## config.mk

```make
export PLATFORM = sky130hd
export DESIGN_NAME = fa_intf_core
export DESIGN_NICKNAME = d
export VERILOG_FILES = /design/src/rtl/fa_intf_pkg.sv /design/src/rtl/fa_bit_cell.sv /design/src/rtl/fa_intf_core.sv
export SDC_FILE = /design/constraint.sdc
export NUM_CORES = 1
export LEC_CHECK = 0
export BUFFER_PORTS_ARGS = -buffer_cell sky130_fd_sc_hd__buf_2
export CORE_AREA = 2 2 39 41
export CTS_CLUSTER_SIZE = 10
export DETAILED_ROUTE_END_ITERATION = 10
export DIE_AREA = 0 0 41 43
export SLEW_MARGIN = 40
export SYNTH_ARGS = -nofsm -noshare
export SYNTH_HDL_FRONTEND = slang
export SYNTH_HIERARCHICAL = 1
export SYNTH_SLANG_ARGS = --single-unit
```

## constraint.sdc

```tcl
create_clock -name clk -period 1.2 [get_ports clk]
set_input_delay 0.24 -clock clk [delete_from_list [all_inputs] [get_ports clk]]
set_output_delay 0.24 -clock clk [all_outputs]
set_load 0.005 [all_outputs]
```

## src/rtl/fa_intf_pkg.sv

```systemverilog
// Shared constants and result type for the registered full-adder endpoint.
package fa_intf_pkg;

  localparam int unsigned FA_MAX_WIDTH = 64;

  // Widest result the block can produce. Narrower instances use the low s bits.
  typedef struct packed {
    logic                    cout;
    logic [FA_MAX_WIDTH-1:0] s;
  } fa_result_t;

endpackage

```

## src/rtl/fa_bit_cell.sv

```systemverilog
// Single-bit combinational full adder; one link of the ripple-carry chain.
module fa_bit_cell (
  input  logic a,
  input  logic b,
  input  logic cin,
  output logic s,
  output logic cout
);

  assign s    = a ^ b ^ cin;
  assign cout = (a & cin) | (b & cin) | (a & b);

endmodule

```

## src/rtl/fa_intf_core.sv

```systemverilog
// Registered ripple-carry adder with a valid qualifier and one cycle of latency.
// Optional signed-overflow output is enabled with FA_INTF_CORE_OVF_EN.
module fa_intf_core
  import fa_intf_pkg::*;
#(
  parameter int unsigned WIDTH = 1
) (
  input  logic             clk,
  input  logic             rst,
  input  logic             in_valid,
  input  logic [WIDTH-1:0] a,
  input  logic [WIDTH-1:0] b,
  input  logic             cin,
  output logic [WIDTH-1:0] s,
  output logic             cout,
`ifdef FA_INTF_CORE_OVF_EN
  output logic             ovf,
`endif
  output logic             out_valid
);

  logic [WIDTH:0]   carry;
  logic [WIDTH-1:0] sum;

  assign carry[0] = cin;

  for (genvar i = 0; i < WIDTH; i++) begin : g_chain
    fa_bit_cell u_cell (
      .a    (a[i]),
      .b    (b[i]),
      .cin  (carry[i]),
      .s    (sum[i]),
      .cout (carry[i+1])
    );
  end

  logic [WIDTH-1:0] s_q;
  logic             cout_q;
  logic             valid_q;

  // Operands are only sampled when valid, so X/Z on idle cycles never reaches state.
  always_ff @(posedge clk or posedge rst) begin
    if (rst) begin
      s_q     <= '0;
      cout_q  <= 1'b0;
      valid_q <= 1'b0;
    end else begin
      valid_q <= in_valid;
      if (in_valid) begin
        s_q    <= sum;
        cout_q <= carry[WIDTH];
      end
    end
  end

  assign s         = s_q;
  assign cout      = cout_q;
  assign out_valid = valid_q;

`ifdef FA_INTF_CORE_OVF_EN
  logic ovf_q;

  always_ff @(posedge clk or posedge rst) begin
    if (rst) begin
      ovf_q <= 1'b0;
    end else if (in_valid) begin
      ovf_q <= carry[WIDTH] ^ carry[WIDTH-1];
    end
  end

  assign ovf = ovf_q;
`endif

endmodule

```

**Word-level counts from Yosys, hierarchy flattened**

Index checks and enable logic that the tools add are counted.

- Bitwise gates (word level): 7

Operators by type and width:

| kind | number |
|---|---|
| $and 1x1->1 | 3 |
| $or 1x1->1 | 2 |
| $xor 1x1->1 | 2 |

- Input bits: 6
- Logic and storage cells: 10
- Register bits: 3

**Logic depth before layout (Yosys ltp)**

Gate-level depths: netlist of the first run.

- Word-level depth: 3
- Gate-level depth with buffers: 2

**Cells and area by module**

The synthesis of the first run kept the hierarchy.

Modules (own cells, without submodules):

| module | cells an instance | times used | area an instance (um^2) | seq. area each (um^2) |
|---|---|---|---|---|
| fa_intf_core | 6 | 1 | 101.3 | 75.1 |
| fa_bit_cell | 1 | 1 | 20.0 | 0.0 |

**Worst setup path before layout of the first run**

OpenSTA, ideal clock, no wires.

- Path type: input to register
- From: input port a
- To: register s_q, in the netlist s
- Arrival time: 0.941 ns
- Slack: 0.134 ns
- Cell stages on the path: 2
- Required time: 1.075 ns
- Library setup time: 0.125 ns
- Cell sequence: fa_1 > mux2_2

- Longest elaborated chain between the ends: 2

Ends and longest elaborated chain:

| element | RTL line | text |
|---|---|---|
| start, declared | fa_intf_core.sv:11 | `input logic [WIDTH-1:0] a,` |
| $xor 1x1->1 (2 in a row) | fa_bit_cell.sv:10 | `assign s = a ^ b ^ cin;` |
| end signal, assigned | fa_intf_core.sv:50 | `s_q <= sum;` |
| end, declared | fa_intf_core.sv:37 | `logic [WIDTH-1:0] s_q;` |

No other way between the ends.
A chain may end at the register's enable or synchronous reset.

**Final worst setup path of the first run**

- From: input port a
- To: register s_q, in the netlist s

- Longest elaborated chain between the ends: 2

Ends and longest elaborated chain:

| element | RTL line | text |
|---|---|---|
| $xor 1x1->1 (2 in a row) | fa_bit_cell.sv:10 |  |
| named net sum | fa_intf_core.sv:23 | `logic [WIDTH-1:0] sum;` |

The timed path passes the listed nets, and every way through them passes these cells.

==> results of run 1 <==
[cell usage in the layout (no fill, tap or decap)]
cell | synthesis | routed
buf_2 | 0 | 8
dfrtp_1 | 3 | 3
fa_1 | 1 | 1
dlygate4sd3_1 | 0 | 1
clkbuf_1 | 0 | 1
inv_1 | 1 | 1
clkbuf_4 | 0 | 3
mux2_2 | 2 | 2
[layout make-up]
cell class | count | area (um^2)
Sequential cell | 3 | 75.1
Tap cell | 16 | 20.0
Inverter | 1 | 3.75
Fill cell | 166 | 1170
Clock buffer | 4 | 26.3
Timing Repair Buffer | 9 | 50.0
Multi-Input combinational cell | 3 | 42.5
[timing repair]
item                                   in CTS  in global routing
resized for setup                           0                  0
endpoints found under the hold margin       3                  0
hold buffers                                1                  0
buffers inserted                            0                  0
[power by group through the flow]
stage | Sequential, mW | Combinational [mW] | Clock (mW)
floorplan | 0.123 | 0.0150 | 0
global placement | 0.120 | 0.0436 | 0
detailed placement | 0.121 | 0.0442 | 0
CTS | 0.119 | 0.0467 | 0.186
global route | 0.120 | 0.0518 | 0.195
finish | 0.119 | 0.0457 | 0.175
[final timing paths]
| check | start | endpoint | slack, ns | depth (start not counted) |
|---|---|---|---|---|
| worst max-delay path | a | s | 0.22 | 3 |
| worst min-delay path | in_valid | out_valid | 0.16 | 1 |
| worst max register to register | s | s | 0.46 | 1 |
| worst min register to register | cout | cout | 0.50 | 1 |
| max in group asynchronous | rst | cout | 0.65 | 3 |
| min in group asynchronous | rst | out_valid | 0.42 | 3 |
[flip-flops by register name, indices dropped and copies added, names as in the netlist]
register	flops
cout	1
out_valid	1
s	1
[layer usage]
metal	track usage	up-vias
li1	-	47
met2	0.0344	9
met1	0.0323	44
met5	0	-
met4	0.0800	0
met3	0.0576	0
[stage by stage]
step / cell area [um^2] / hold WS (ns)
6_report: 218 / 0.162
2_1_floorplan: 121 / -0.00636
4_1_cts: 218 / 0.151
3_3_place_gp: 181 / 0.109
5_1_grt: 218 / 0.159
3_5_place_dp: 181 / 0.106
[cells by family after synthesis]
logic type                 synth area share
DFF                                   0.619
buffers and inverters                0.0309
muxes                                 0.186
adders and majority gates             0.165
==> results by group, run 1 <==
Outcome
  • Status: completed

Place
  • GPL Wtd Cong: 0.510
  • Dpl ws: -0.0216 ns
  • Placed cells: 31
  • # port buffers: 8

Timing
  • Worst-Margin Slew: 0.113 ns
  • Final hold vios: 0
  • Max Clock Skew: 0 ns
  • Setup TNS: 0 ns
  • Final worst setup slack: 0.220 ns
  • Final setup viols: 0
  • Max Fclk: 1020 MHz
  • Crit share post-route: 0.817
  • Unrepaired setup endpoints after global routing: false
  • Slew Viols, Final: 0
  • Post-route minimum period: 0.980 ns
  • Rel. slew slack: 0.925

Synthesis
  • Synthesized cell area: 121 um^2
  • Yosys warns: 6
  • Synth top area share: 0.619
  • Post-Syn Area per Cell: 17.3 um^2
  • Leading area contributor after synthesis: dfrtp_1
  • Cell count after synthesis: 7
  • EDFF count, synth: 0
  • Syn Nets: 14
  • Most frequent cell after synthesis: dfrtp_1
  • Top post-synthesis cells by count: dfrtp_1, mux2_2, fa_1, inv_1
  • #FFs+latches synth: 3
  • Sequential-to-total area share from yosys stat: 0.619
  • Synth top area cells: dfrtp_1, mux2_2, fa_1, inv_1
  • Cell variety after synth: 4
  • Main flop type after synthesis: dfrtp_1
  • Async set or reset register ratio after synthesis: 1.00

Power and ir drop
  • Switching share of power: 0.215
  • Sequential share of power: 0.351
  • Leak: 0.106 nW
  • Net Sw Power: 0.0731 mW
  • Comb power frac: 0.135
  • PwrDens: 1560 mW/mm^2
  • Clk pwr share: 0.515
  • Total power: 0.340 mW
  • Internal power: 0.267 mW
  • Worst vdd ir: 0.157 mV

Floorplanning
  • Placeable Area: 0.00138 mm^2
  • Die width: 41 um
  • Initial Util: 0.0877
  • Die Ht: 43 um
  • Die ar.: 0.00176 mm^2
  • Row count: 14
  • I/O Pins: 9

Clocking
  • Reg clk slew, reported paths: 0.04 ns
  • Clock Latency Late Sink: 0.23 ns
  • Sink Count: 3
  • H-tree levels: 1
  • Cts bufs inserted: 3
  • Max Root-Sink Buffers: 2
  • Root Buffer: clkbuf_4
  • CTS tree: built

Layout
  • Layout Area Growth over Synthesis: 79.4%
  • Ant. Diodes: 0
  • Final std cells w/o fill: 36
  • Layout cells sized above 1: 0.650
  • Core Util, Final: 0.157
  • Layout net count: 28

Global routing
  • Initial antenna violation count: 0
  • GRT Resource Usage Total: 0.0442
  • Pin count of the biggest net entering global routing: 4
  • Overflow after GRT: 0
  • Vias in the first global route: 102
  • Global-route wire length before repair: 372 um

Setup path
  • CP max-delay cell: fa_1
  • Critical setup path kind: in -> reg
  • Buffer and inverter count on the worst path: 1
  • CP Launch Type: primary input
  • WP data arrival: 1.09 ns
  • Critical path cell sequence: buf_2, fa_1, mux2_2
  • Family with the most delay on the worst path: adder cells
  • CP peak stage delay: 0.47 ns
  • Worst-path fanout max: 1
  • Worst Setup End Kind: register
  • Worst Path Required: 1.31 ns

Route
  • Drt total wl: 290 um
  • Vias/cell: 2.78
  • DRT met1 WL: 116 um
  • DRT Pass-1 Iters: 2
  • Metal2 WL: 103 um
  • WL/cell: 8.06 um
  • Initial DRC Count: 1
  • Routed Antenna Nets: 0
  • Via Count: 100
  • DRC: 0
  • Met3 WL: 70 um
  • Top layer in use: met3

Hold path
  • Hold WC Path Type: in -> reg

Flow run
  • Max cap viols: 0
No activity file was read; power rests on OpenSTA's default activity.
==> run 2: changes to the inputs <==
Clock period 1.2 ns to 0.85 ns, I/O delays scaled along.
==> run 2 against run 1 <==
- the run now ends with setup timing left
- utilization rose by 2.3 points
- clock-buffer cell count did not move
- via count increased by 7.0%
- die area unchanged
- first-iteration DRC count unchanged
- sequential power rose by 42%
- non-clock buffer count is 2 higher
- cell area grew 14%
- sequential share of layout area decreased by 4.3 points
- wire length increased by 4.8%
- critical path depth fell by 2
- critical path type is now reg -> out
- largest power group unchanged
- highest routed layer unchanged
==> results by group, run 2 (same netlist as run 1, synthesis figures left out) <==
Route
  • DRT met1 WL: 109 um
  • Vias/cell: 2.82
  • Routed Antenna Nets: 0
  • Metal2 WL: 127 um
  • Met3 WL: 66 um
  • DRC: 0
  • WL/cell: 8.00 um
  • Initial DRC Count: 1
  • Via Count: 107
  • DRT Pass-1 Iters: 2
  • Drt total wl: 304 um
  • Top layer in use: met3

Clocking
  • Clock Latency Late Sink: 0.23 ns
  • Reg clk slew, reported paths: 0.04 ns
  • Sink Count: 3
  • Max Root-Sink Buffers: 2
  • H-tree levels: 1
  • Root Buffer: clkbuf_4
  • CTS tree: built
  • Cts bufs inserted: 3

Timing
  • Final setup viols: 5
  • Max Fclk: 1120 MHz
  • Final worst setup slack: -0.0406 ns
  • Unrepaired setup endpoints after global routing: true
  • Slew Viols, Final: 0
  • Post-route minimum period: 0.891 ns
  • Worst-Margin Slew: 0.112 ns
  • Rel. slew slack: 0.925
  • Final hold vios: 0
  • Max Clock Skew: 0 ns
  • Crit share post-route: 1.05

Setup path
  • Critical path cell sequence: buf_2
  • CP max-delay cell: dfrtp_1
  • Buffer and inverter count on the worst path: 1
  • WP data arrival: 0.72 ns
  • Family with the most delay on the worst path: flip-flops
  • Critical setup path kind: reg -> out
  • Worst Path Required: 0.68 ns
  • Worst Setup End Kind: output port
  • CP Launch Type: register
  • CP peak stage delay: 0.36 ns
  • Worst-path fanout max: 2

Floorplanning
  • I/O Pins: 9
  • Die ar.: 0.00176 mm^2
  • Initial Util: 0.0877
  • Row count: 14
  • Placeable Area: 0.00138 mm^2
  • Die Ht: 43 um
  • Die width: 41 um

Layout
  • Layout net count: 30
  • Most frequent cells in the layout: buf_2, clkbuf_4, dfrtp_1, mux2_4, buf_4
  • Ant. Diodes: 0
  • Final instance area: 249 um^2
  • Commonest non-fill, non-tap cell in the layout: buf_2
  • Layout Area Growth over Synthesis: 105%
  • Layout cells sized above 1: 0.727
  • Core Util, Final: 0.180

Global routing
  • Initial antenna violation count: 0
  • GRT Resource Usage Total: 0.0526
  • Vias in the first global route: 137
  • Pin count of the biggest net entering global routing: 4
  • Global-route wire length before repair: 483 um
  • Overflow after GRT: 0

Outcome
  • Status: finished with violations
  • Violated checks: setup timing

Hold path
  • Hold WC Path Type: in -> reg

Power and ir drop
  • PwrDens: 2100 mW/mm^2
  • Leak: 0.126 nW
  • Worst vdd ir: 0.455 mV

Place
  • # port buffers: 8
  • Post-Place Cell Area: 188 um^2
  • GPL Wtd Cong: 0.579

Flow run
  • Max cap viols: 0
[run 2: area by class of cell]
| type | count | area (um^2) |
|---|---|---|
| well taps | 16 | 20.0 |
| flip-flops and latches | 3 | 75.1 |
| fillers | 156 | 1130 |
| multi-input cells | 3 | 52.6 |
| inverters | 1 | 3.75 |
| clock buffers | 4 | 26.3 |
| repair buffers | 11 | 71.3 |
[run 2: what timing repair did]
action	in CTS	in global routing
hold buffers	1	0
setup buffers	2	0
setup endpoints to repair	4	5
hold endpoints to repair	3	0
pin swaps	0	1
cloned	0	0
resized for setup	1	1
[run 2: final timing paths]
path | from | cells after the start | slack (ns) | end
min in group asynchronous | rst | 3 | 0.35 | cout
max reg2reg | s | 2 | -0.01 | s
min reg2reg | cout | 2 | 0.59 | cout
max in group asynchronous | rst | 3 | 0.38 | s
max | s | 1 | -0.04 | s
min | in_valid | 1 | 0.11 | out_valid
[run 2: power by group]
group | switching (mW) | internal [mW] | leakage (nW)
registers | 0.00699 | 0.162 | 0.0350
clock network | 0.0737 | 0.176 | 0.0150
logic | 0.0339 | 0.0700 | 0.0757
total | 0.115 | 0.407 | 0.126
[run 2: metal layers]
layer  GRT usage  up-vias
li1            -       52
met1      0.0362       46
met2      0.0563        9
met3      0.0419        0
met4       0.100        0
met5           0        -
[run 2: through the flow]
stage | hold slack, ns | total power, mW | instances | setup TNS, ns | setup slack (ns)
2_1_floorplan | -0.0764 | 0.199 | 7 | -0.167 | -0.126
3_3_place_gp | 0.0394 | 0.237 | 31 | -0.431 | -0.260
3_5_place_dp | 0.0378 | 0.239 | 31 | -0.442 | -0.261
4_1_cts | 0.0921 | 0.539 | 38 | -0.162 | -0.0511
5_1_grt | 0.0999 | 0.559 | 38 | -0.255 | -0.0679
6_report | 0.105 | 0.522 | 38 | -0.133 | -0.0406
==> run 3: changes to the inputs <==
Settings changed: PLACE_DENSITY set to 0.3.
==> run 3 against run 2 <==
- the flow still finishes with violations (setup timing)
- die area unchanged
- non-clock buffer count decreased by 1
- first-iteration DRC count unchanged
- maximum frequency decreased by 2.4%
- global-route usage increased by 0.17 points
- combinational power decreased by 14%
- clock-buffer cell count unchanged
- clock skew unchanged
- critical path type unchanged
- critical endpoint is now cout
- highest routed layer unchanged
==> results by group, run 3 (same netlist as run 1, synthesis figures left out) <==
Outcome
  • Status: finished with violations
  • Violated checks: setup timing

Route
  • Routed Antenna Nets: 0
  • Top layer in use: met3
  • Drt total wl: 303 um
  • Initial DRC Count: 1
  • Via Count: 105
  • Metal2 WL: 146 um
  • WL/cell: 8.19 um
  • DRC: 0
  • Vias/cell: 2.84
  • DRT met1 WL: 119 um
  • Met3 WL: 38 um
  • DRT Pass-1 Iters: 2

Clocking
  • CTS tree: built
  • Max Root-Sink Buffers: 2
  • H-tree levels: 1
  • Root Buffer: clkbuf_4
  • Cts bufs inserted: 3
  • Sink Count: 3
  • Clock Latency Late Sink: 0.23 ns
  • Reg clk slew, reported paths: 0.03 ns

Global routing
  • Global-route wire length before repair: 517 um
  • Overflow after GRT: 0
  • Vias in the first global route: 131
  • Initial antenna violation count: 0
  • GRT Resource Usage Total: 0.0543
  • Pin count of the biggest net entering global routing: 4

Layout
  • Layout net count: 29
  • Layout cells sized above 1: 0.714
  • Core Util, Final: 0.179
  • Commonest non-fill, non-tap cell in the layout: buf_2
  • Final std cells w/o fill: 37
  • Layout Area Growth over Synthesis: 104%
  • Filler cells: 155
  • Most frequent cells in the layout: buf_2, clkbuf_4, dfrtp_1, mux2_4, buf_6
  • Ant. Diodes: 0

Floorplanning
  • Initial Util: 0.0877
  • Die Ht: 43 um
  • I/O Pins: 9
  • Die width: 41 um
  • Placeable Area: 0.00138 mm^2
  • Row count: 14
  • Die ar.: 0.00176 mm^2

Setup path
  • Critical path cell sequence: buf_2
  • Worst-path fanout max: 2
  • Worst Setup End Kind: output port
  • R2R Path Start: cout
  • CP peak stage delay: 0.38 ns
  • Critical setup path kind: reg -> out
  • Buffer and inverter count on the worst path: 1
  • Family with the most delay on the worst path: flip-flops
  • WP data arrival: 0.74 ns
  • CP max-delay cell: dfrtp_1
  • CP Launch Type: register
  • Worst Path Required: 0.68 ns
  • Worst r2r dst: cout
  • Internal reg-to-reg setup slack: -0.04 ns
  • Reg2Reg Depth: 2

Hold path
  • Hold Path Sink: out_valid
  • Worst hold start: in_valid
  • Hold depth: 1
  • Hold WC Path Type: in -> reg

Timing
  • Final setup viols: 4
  • Final hold vios: 0
  • Max Clock Skew: 0 ns
  • Max Fclk: 1100 MHz
  • Rel. slew slack: 0.929
  • Final worst setup slack: -0.0626 ns
  • Unrepaired setup endpoints after global routing: true
  • Crit share post-route: 1.07
  • Slew Viols, Final: 0
  • Worst-Margin Slew: 0.106 ns
  • Post-route minimum period: 0.913 ns

Place
  • GPL Wtd Cong: 0.597
  • Placed cells: 31
  • # port buffers: 8

Power and ir drop
  • Switching share of power: 0.211
  • Leak: 0.123 nW
  • Sequential share of power: 0.338
  • Comb power frac: 0.177
  • Worst vdd ir: 0.359 mV
  • Internal power: 0.398 mW
  • Net Sw Power: 0.107 mW
  • Clk pwr share: 0.485
  • PwrDens: 2040 mW/mm^2

Flow run
  • Max cap viols: 0
==> run 3: cell types whose count changed in the layout (fill, tap and decap cells not counted), sizes merged <==
cell / before / now
buf: 10 / 9
==> run 3: timing repair <==
item / 4_1_cts / 5_1_grt
setup endpoints to repair: 4 / 5
hold buffers: 1 / 0
resized for setup: 0 / 3
endpoints found under the hold margin: 3 / 0
pin swaps: 0 / 1
buffers inserted: 1 / 0
==> run 3: stage by stage <==
step	instance area (um^2)	setup slack (ns)	total power, mW	hold slack [ns]	setup TNS (ns)
final	248	-0.0626	0.505	0.107	-0.158
after global routing	248	-0.0944	0.542	0.109	-0.308
after CTS	231	-0.0537	0.507	0.0907	-0.163
after detailed placement	188	-0.257	0.238	0.0345	-0.438
after global placement	188	-0.263	0.237	0.0380	-0.437
after floorplan	128	-0.126	0.199	-0.0764	-0.167
==> run 3: power by group through the flow <==
stage | Sequential [mW] | Combinational, mW | Clock, mW
after CTS | 0.169 | 0.0783 | 0.260
after global routing | 0.174 | 0.101 | 0.267
final | 0.171 | 0.0895 | 0.245
after detailed placement | 0.172 | 0.0658 | 0
after global placement | 0.172 | 0.0659 | 0
after floorplan | 0.173 | 0.0255 | 0
==> run 3: how the worst max path moves through the flow <==
stage	start	to	depth (start not counted)
after floorplan	a	s	2
after global placement	a	s	3
after detailed placement	a	s	3
after CTS	s	s	1
after global routing	cout	cout	1
final	cout	cout	1
==> run 3: metal layers <==
metal / vias up / track usage
met5: - / 0
met4: 0 / 0.100
met3: 0 / 0.0314
met2: 8 / 0.0531
met1: 48 / 0.0518
li1: 49 / -
==> run 3: area by class of cell <==
cell class | instances | area, um^2 | share of cell area
Sequential cell | 3 | 75.1 | 0.303
Multi-Input combinational cell | 3 | 52.6 | 0.212
Tap cell | 16 | 20.0 | 0.0808
Timing Repair Buffer | 10 | 70.1 | 0.283
Inverter | 1 | 3.75 | 0.0152
Clock buffer | 4 | 26.3 | 0.106
